**config.mk**
```make
export PLATFORM = sky130hd
export DESIGN_NAME = branch_predictor
export DESIGN_NICKNAME = d
export VERILOG_FILES = /design/src/rtl/cpu_pkg.sv /design/src/rtl/sat_counter_next.sv /design/src/rtl/branch_predictor.sv
export SDC_FILE = /design/constraint.sdc
export NUM_CORES = 2
export LEC_CHECK = 0
export BUFFER_PORTS_ARGS = -buffer_cell sky130_fd_sc_hd__buf_2
export CORE_ASPECT_RATIO = 0.5
export CORE_MARGIN = 8
export CORE_UTILIZATION = 40
export DETAILED_ROUTE_END_ITERATION = 7
export PLACE_DENSITY = 0.55
export SKIP_CTS_REPAIR_TIMING = 1
export SYNTH_ARGS = -nofsm -noshare
export SYNTH_HDL_FRONTEND = slang
export SYNTH_SLANG_ARGS = --single-unit
```
**constraint.sdc**
```tcl
create_clock -name clk_i -period 7.3 [get_ports clk_i]
set_input_delay 1.46 -clock clk_i [delete_from_list [all_inputs] [get_ports clk_i]]
set_output_delay 1.46 -clock clk_i [all_outputs]
set_load 0.005 [all_outputs]
```
**src/rtl/cpu_pkg.sv**
```systemverilog
// Shared CPU definitions used by the branch predictor and its helpers.
//   PC_INC          : sequential instruction stride in bytes
//   ADDR_W_DEF      : default PC / target width
//   clog2()         : ceiling log2, usable in parameter expressions
//   weak_taken()    : counter encoding MSB=1, other bits 0
//   weak_not_taken(): counter encoding MSB=0, other bits 1 (0 when width is 1)
package cpu_pkg;

   localparam int PC_INC     = 4;
   localparam int ADDR_W_DEF = 32;

   function automatic int clog2(input int value);
      int result;
      result = 0;
      while ((1 << result) < value) begin
         result = result + 1;
      end
      return result;
   endfunction

   function automatic int weak_taken(input int cnt_w);
      return 1 << (cnt_w - 1);
   endfunction

   function automatic int weak_not_taken(input int cnt_w);
      return (1 << (cnt_w - 1)) - 1;
   endfunction

endpackage

```
**src/rtl/sat_counter_next.sv**
```systemverilog
// Combinational next-value for a W-bit saturating up/down counter.
//   cnt      : current value
//   en       : step enable (cnt_next == cnt when low)
//   up       : 1 = increment, 0 = decrement
//   cnt_next : next value, clamped to all-ones on increment and 0 on decrement
module sat_counter_next #(
   parameter int W = 2
) (
   input  logic [W-1:0] cnt,
   input  logic         en,
   input  logic         up,
   output logic [W-1:0] cnt_next
);

   always_comb begin
      cnt_next = cnt;
      if (en) begin
         if (up) begin
            if (cnt != {W{1'b1}}) begin
               cnt_next = cnt + W'(1);
            end
         end else begin
            if (cnt != {W{1'b0}}) begin
               cnt_next = cnt - W'(1);
            end
         end
      end
   end

endmodule

```
**src/rtl/branch_predictor.sv**
```systemverilog
// Dynamic branch predictor with a direct-mapped branch target buffer.
// Looked up combinationally with the IF-stage PC; trained by ID-stage
// branch resolution through the update port.
//   clk_i, rst_i          : clock, synchronous active-high reset
//   start_i               : run enable; low forces no prediction and freezes state
//   flush_i               : clear every valid bit (contents are kept)
//   lookup_pc_i           : IF-stage PC
//   pred_taken_o          : predicted taken for lookup_pc_i
//   pred_target_o         : predicted next PC
//   upd_valid_i ... upd_pred_taken_i : resolved branch/jump and the prediction it got
//   update_count_o        : accepted updates (saturating)
//   mispred_count_o       : accepted updates whose prediction was wrong (saturating)
module branch_predictor
   import cpu_pkg::*;
#(
   parameter int ADDR_W  = ADDR_W_DEF,
   parameter int ENTRIES = 16,
   parameter int CNT_W   = 2
) (
   input  logic              clk_i,
   input  logic              rst_i,
   input  logic              start_i,
   input  logic              flush_i,
   input  logic [ADDR_W-1:0] lookup_pc_i,
   output logic              pred_taken_o,
   output logic [ADDR_W-1:0] pred_target_o,
   input  logic              upd_valid_i,
   input  logic [ADDR_W-1:0] upd_pc_i,
   input  logic              upd_taken_i,
   input  logic [ADDR_W-1:0] upd_target_i,
   input  logic              upd_pred_taken_i,
   output logic [31:0]       update_count_o,
   output logic [31:0]       mispred_count_o
);

   localparam int IDX_W = clog2(ENTRIES);
   localparam int TAG_W = ADDR_W - IDX_W - 2;

   localparam logic [CNT_W-1:0] CNT_WT  = CNT_W'(weak_taken(CNT_W));
   localparam logic [CNT_W-1:0] CNT_WNT = CNT_W'(weak_not_taken(CNT_W));

   // Table storage is kept in flops: the lookup path is asynchronous.
   logic              valid_reg  [ENTRIES];
   logic [TAG_W-1:0]  tag_reg    [ENTRIES];
   logic [ADDR_W-1:0] target_reg [ENTRIES];
   logic [CNT_W-1:0]  cnt_reg    [ENTRIES];

   logic [31:0] update_count_reg;
   logic [31:0] mispred_count_reg;

   // ---------------- lookup ----------------
   logic [IDX_W-1:0] lk_idx;
   logic [TAG_W-1:0] lk_tag;
   logic             lk_hit;

   assign lk_idx = lookup_pc_i[IDX_W+1:2];
   assign lk_tag = lookup_pc_i[ADDR_W-1:IDX_W+2];
   assign lk_hit = valid_reg[lk_idx] && (tag_reg[lk_idx] == lk_tag) && start_i && !rst_i;

   assign pred_taken_o  = lk_hit && cnt_reg[lk_idx][CNT_W-1];
   assign pred_target_o = pred_taken_o ? target_reg[lk_idx]
                                       : lookup_pc_i + ADDR_W'(PC_INC);

   // ---------------- update ----------------
   logic [IDX_W-1:0] upd_idx;
   logic [TAG_W-1:0] upd_tag;
   logic             upd_hit;
   logic             upd_accept;
   logic             upd_mispred;
   logic [CNT_W-1:0] cnt_next;
   logic [31:0]      update_count_next;
   logic [31:0]      mispred_count_next;

   assign upd_idx     = upd_pc_i[IDX_W+1:2];
   assign upd_tag     = upd_pc_i[ADDR_W-1:IDX_W+2];
   assign upd_hit     = valid_reg[upd_idx] && (tag_reg[upd_idx] == upd_tag);
   // Flush and reset both take precedence over a presented update.
   assign upd_accept  = upd_valid_i && start_i && !flush_i && !rst_i;
   assign upd_mispred = upd_pred_taken_i != upd_taken_i;

   // Byte-offset bits of the PCs do not participate in indexing.
   logic unused_pc_lsbs;
   assign unused_pc_lsbs = &{1'b0, lookup_pc_i[1:0], upd_pc_i[1:0]};

   sat_counter_next #(.W(CNT_W)) u_dir_cnt (
      .cnt      (cnt_reg[upd_idx]),
      .en       (1'b1),
      .up       (upd_taken_i),
      .cnt_next (cnt_next)
   );

   sat_counter_next #(.W(32)) u_update_stat (
      .cnt      (update_count_reg),
      .en       (upd_accept),
      .up       (1'b1),
      .cnt_next (update_count_next)
   );

   sat_counter_next #(.W(32)) u_mispred_stat (
      .cnt      (mispred_count_reg),
      .en       (upd_accept && upd_mispred),
      .up       (1'b1),
      .cnt_next (mispred_count_next)
   );

   always_ff @(posedge clk_i) begin
      if (rst_i) begin
         for (int i = 0; i < ENTRIES; i++) begin
            valid_reg[i]  <= 1'b0;
            tag_reg[i]    <= '0;
            target_reg[i] <= '0;
            cnt_reg[i]    <= CNT_WNT;
         end
         update_count_reg  <= '0;
         mispred_count_reg <= '0;
      end else begin
         if (flush_i) begin
            for (int i = 0; i < ENTRIES; i++) begin
               valid_reg[i] <= 1'b0;
            end
         end
         if (upd_accept) begin
            if (upd_hit) begin
               cnt_reg[upd_idx] <= cnt_next;
               if (upd_taken_i) begin
                  target_reg[upd_idx] <= upd_target_i;
               end
            end else if (upd_taken_i) begin
               // Allocate, evicting whatever alias occupied this slot.
               valid_reg[upd_idx]  <= 1'b1;
               tag_reg[upd_idx]    <= upd_tag;
               target_reg[upd_idx] <= upd_target_i;
               cnt_reg[upd_idx]    <= CNT_WT;
            end
         end
         update_count_reg  <= update_count_next;
         mispred_count_reg <= mispred_count_next;
      end
   end

   assign update_count_o  = update_count_reg;
   assign mispred_count_o = mispred_count_reg;

endmodule
```
==> impl_metrics.prom <==
# TYPE chip_impl_metric gauge
chip_impl_info{name="outcome",value="finished clean"} 1
chip_impl_metric{name="synth-async-reset-ratio",unit="%"} 0
chip_impl_metric{name="final_net_count",unit=""} 3901
chip_impl_info{name="min_path_type",value="reg2reg"} 1
chip_impl_metric{name="drt_pass1_iterations",unit=""} 5
chip_impl_metric{name="worst_slew_margin_relative_to_its_limit",unit="%"} 16.4
chip_impl_metric{name="cts_max_path_buffers",unit=""} 3
chip_impl_metric{name="synth_edf_count",unit=""} 960
chip_impl_info{name="critPathLaunchType",value="input pin"} 1
chip_impl_metric{name="ys_types",unit=""} 76
chip_impl_metric{name="insertion_delay",unit="ns"} 0.73
chip_impl_metric{name="drive_gt1_share",unit="%"} 25.7
chip_impl_metric{name="first_global_vias",unit=""} 34200
chip_impl_metric{name="layout-area-overhead-vs-synth",unit="%"} 12.2
chip_impl_metric{name="fp-row-count",unit=""} 94
chip_impl_metric{name="cts.htree.levels",unit=""} 3
chip_impl_metric{name="largest_register_ff_count",unit=""} 512
chip_impl_metric{name="yosys_register_bits",unit=""} 1040
chip_impl_metric{name="ioPinCount",unit=""} 200
chip_impl_metric{name="via_count",unit=""} 34600
chip_impl_metric{name="placement.io_buffers",unit=""} 197
chip_impl_metric{name="timing.final.crit_period",unit="ns"} 6.93
chip_impl_metric{name="dp.final_hpwl",unit="mm"} 109
chip_impl_metric{name="yosys_warnings",unit=""} 0
chip_impl_metric{name="crit_path_max_fanout",unit=""} 46
chip_impl_metric{name="hold-worst-slack",unit="ns"} 0.488
chip_impl_metric{name="grt_pass1_wl",unit="mm"} 254
chip_impl_metric{name="grt_max_degree",unit=""} 108
chip_impl_metric{name="share_of_the_core_filled_with_cells_in_the_final_layout",unit="%"} 45.3
chip_impl_metric{name="route.detailed.drc",unit=""} 0
chip_impl_metric{name="synthesis.area",unit="mm^2"} 0.0531
chip_impl_metric{name="fin_worst_skew",unit="ns"} 0.0183
chip_impl_metric{name="finalCritPeriodShare",unit="%"} 95.0
chip_impl_metric{name="irDropWorstVdd",unit="uV"} 174
chip_impl_metric{name="mappedNetlistNets",unit=""} 3809
chip_impl_metric{name="max_slew.worst_pin.slew",unit="ns"} 1.25
chip_impl_info{name="crit_path_frequent_cell",value="sky130_fd_sc_hd__buf_4"} 1
chip_impl_metric{name="die_height",unit="um"} 274
chip_impl_metric{name="cp.required",unit="ns"} 5.84
chip_impl_metric{name="initial_antenna_violation_count",unit=""} 20
chip_impl_metric{name="post_synth.cell_area_avg",unit="um^2"} 14.3
chip_impl_metric{name="total_global_routing_overflow",unit=""} 0
chip_impl_metric{name="cts_sinks",unit=""} 1040
chip_impl_info{name="timing.setup.critical_path_class",value="in2out"} 1
chip_impl_metric{name="worst_path_largest_cell_delay",unit="ns"} 0.56
chip_impl_metric{name="yosysSeqAreaShare",unit="%"} 57.3
chip_impl_metric{name="setup_viol_count_final",unit=""} 0
chip_impl_metric{name="p_per_area",unit="mW/mm^2"} 227
chip_impl_metric{name="setup-tns-final",unit="ns"} 0
chip_impl_metric{name="die-area",unit="mm^2"} 0.145
chip_impl_metric{name="fillers",unit=""} 11600
chip_impl_metric{name="die-width",unit="um"} 531
chip_impl_metric{name="max_clock_freq",unit="MHz"} 144
chip_impl_metric{name="floorplan.initialDensity",unit="%"} 40.4
chip_impl_info{name="ctsRootBufferMaster",value="sky130_fd_sc_hd__clkbuf_16"} 1
chip_impl_metric{name="cts_inserted_buffers",unit=""} 101
chip_impl_metric{name="clkSlewWorstSetupHoldPaths",unit="ns"} 0.06
chip_impl_metric{name="route.final.wire_length",unit="mm"} 178
chip_impl_metric{name="cap_violations",unit=""} 0
chip_impl_info{name="tritoncts",value="done"} 1
chip_impl_metric{name="syn_inst",unit=""} 3703
chip_impl_metric{name="grt_use_total",unit="%"} 24.1
chip_impl_metric{name="ant_nets",unit=""} 0
chip_impl_metric{name="via_per_inst",unit=""} 6.11
chip_impl_metric{name="power_leakage",unit="nW"} 19.9
chip_impl_info{name="crit_path_end_kind",value="output port"} 1
chip_impl_metric{name="initialDrtViolationCount",unit=""} 4267
chip_impl_info{name="postSynth.topFlopCell",value="sky130_fd_sc_hd__edfxtp_1"} 1
chip_impl_metric{name="place_congestion",unit=""} 0.880
chip_impl_info{name="crit_path_cell_trace",value="buf_8, buf_4, buf_4, mux4_2, mux4_2, xnor2_1, o2111ai_1, nor4_1, buf_4, nand4_4, buf_4, mux2_4, buf_2"} 1
chip_impl_metric{name="core_area",unit="mm^2"} 0.132
chip_impl_info{name="rsz0062_at_grt",value="false"} 1
chip_impl_metric{name="worst_ep_arrival_time",unit="ns"} 5.47
chip_impl_metric{name="layout.area.seq",unit="mm^2"} 0.0304
chip_impl_info{name="slowest_stage",value="sky130_fd_sc_hd__mux4_2"} 1
chip_impl_metric{name="report.final.hold_viol_count",unit=""} 0
chip_impl_metric{name="multi_input_area",unit="mm^2"} 0.0213
chip_impl_metric{name="finalMaxSlewViolations",unit=""} 0
chip_impl_metric{name="routed_wire_length_per_instance",unit="um"} 31.5
-- area by class of cell --
class                   count  share of cell area (%)
diodes                     12                  0.0504
clock buffers             128                    4.50
clock inverters            55                   0.846
inverters                  25                   0.158
multi-input cells        2273                    35.8
flip-flops and latches   1040                    51.1
well taps                1776                    3.73
repair buffers            354                    3.89
-- metal layers --
| layer | up-vias | GRT usage, % | share of wire, % |
|---|---|---|---|
| li1 | 14400 | - | - |
| met1 | 18100 | 33.2 | 41 |
| met2 | 1701 | 38.8 | 47 |
| met3 | 380 | 4.21 | 8.1 |
| met4 | 4 | 7.79 | 3.8 |
| met5 | - | 0 | 0.015 |
-- path summary, 6_finish.rpt --
| path | endpoint | slack (ns) | startpoint | cells after the start |
|---|---|---|---|---|
| min | valid_reg[6] | 0.49 | valid_reg[6] | 2 |
| max | pred_target_o[16] | 0.37 | lookup_pc_i[2] | 13 |
| max reg2reg | tag_reg[11][14] | 2.87 | tag_reg[15][21] | 10 |
| min reg2reg | valid_reg[6] | 0.49 | valid_reg[6] | 2 |
-- critical path, delay by kind of cell --
kind            cells  cell delay (ns)
simple gates        2             0.40
mux                 3             1.39
xor+xnor            1             0.39
compound gates      1             0.18
buf+inv             6             1.56
-- power by group --
group	leakage, nW	switching (W)	internal, W
sequential	9.74	0.000106	0.00677
clock	1.55	0.00239	0.00285
combinational	8.56	0.000838	0.000572
total	19.9	0.00334	0.0102
-- metrics by stage --
step                cell area, um^2  total power [W]  setup slack (ns)  std cells
finish                        59600           0.0135             0.367       5663
CTS                           59600           0.0136             0.331       5651
global route                  59600           0.0139             0.183       5652
floorplan                     53100          0.00781              1.12       3703
global placement              56400          0.00837             0.351       5468
detailed placement            56400          0.00840             0.355       5468
-- cells in the mapped netlist, drive strengths merged, types with 57 or more instances --
cell / number / area, um^2
xnor2: 63 / 552
clkbuf: 230 / 863
buf: 135 / 862
and2: 524 / 3280
o21ai: 96 / 480
mux2i: 83 / 831
edfxtp: 960 / 28800
nor3: 144 / 721
xor2: 60 / 526
mux2: 57 / 751
nand2: 136 / 510
mux4: 366 / 8250
nand3: 58 / 290
dfxtp: 80 / 1600
nor2: 102 / 383
nor3b: 293 / 2200
-- layout by cell type, fill, tap and decap left out, types with 17 or more instances in the layout --
cell type and n:
sky130_fd_sc_hd__clkbuf_16 102, sky130_fd_sc_hd__buf_4 151, sky130_fd_sc_hd__nand4_1 38, sky130_fd_sc_hd__nor3_1 144
sky130_fd_sc_hd__o21ai_0 79, sky130_fd_sc_hd__xnor2_1 63, sky130_fd_sc_hd__mux2_2 28, sky130_fd_sc_hd__dfxtp_1 80
sky130_fd_sc_hd__mux2i_1 83, sky130_fd_sc_hd__inv_1 17, sky130_fd_sc_hd__a21oi_1 32, sky130_fd_sc_hd__a31oi_1 17
sky130_fd_sc_hd__and2_1 523, sky130_fd_sc_hd__mux2_4 29, sky130_fd_sc_hd__a22oi_1 20, sky130_fd_sc_hd__nand2_1 120
sky130_fd_sc_hd__clkbuf_1 23, sky130_fd_sc_hd__clkinv_1 25, sky130_fd_sc_hd__nor2_1 86, sky130_fd_sc_hd__nor3b_1 293
sky130_fd_sc_hd__xor2_1 60, sky130_fd_sc_hd__buf_2 190, sky130_fd_sc_hd__nand3_1 42, sky130_fd_sc_hd__mux4_2 363
sky130_fd_sc_hd__a221oi_1 18, sky130_fd_sc_hd__edfxtp_1 960
-- cell families (layout without fill, tap and decap cells) --
logic type	Yosys count	after routing	synth area share, %
fa+ha+maj	3	3	0.0707
buf+inv	390	562	3.43
mux	506	506	18.5
xor+xnor	123	123	2.03
other cells	0	12	0
simple gates	1386	1386	15.6
compound gates	255	255	3.04
flops	1040	1040	57.3
Power figures use the tool's default switching activity.
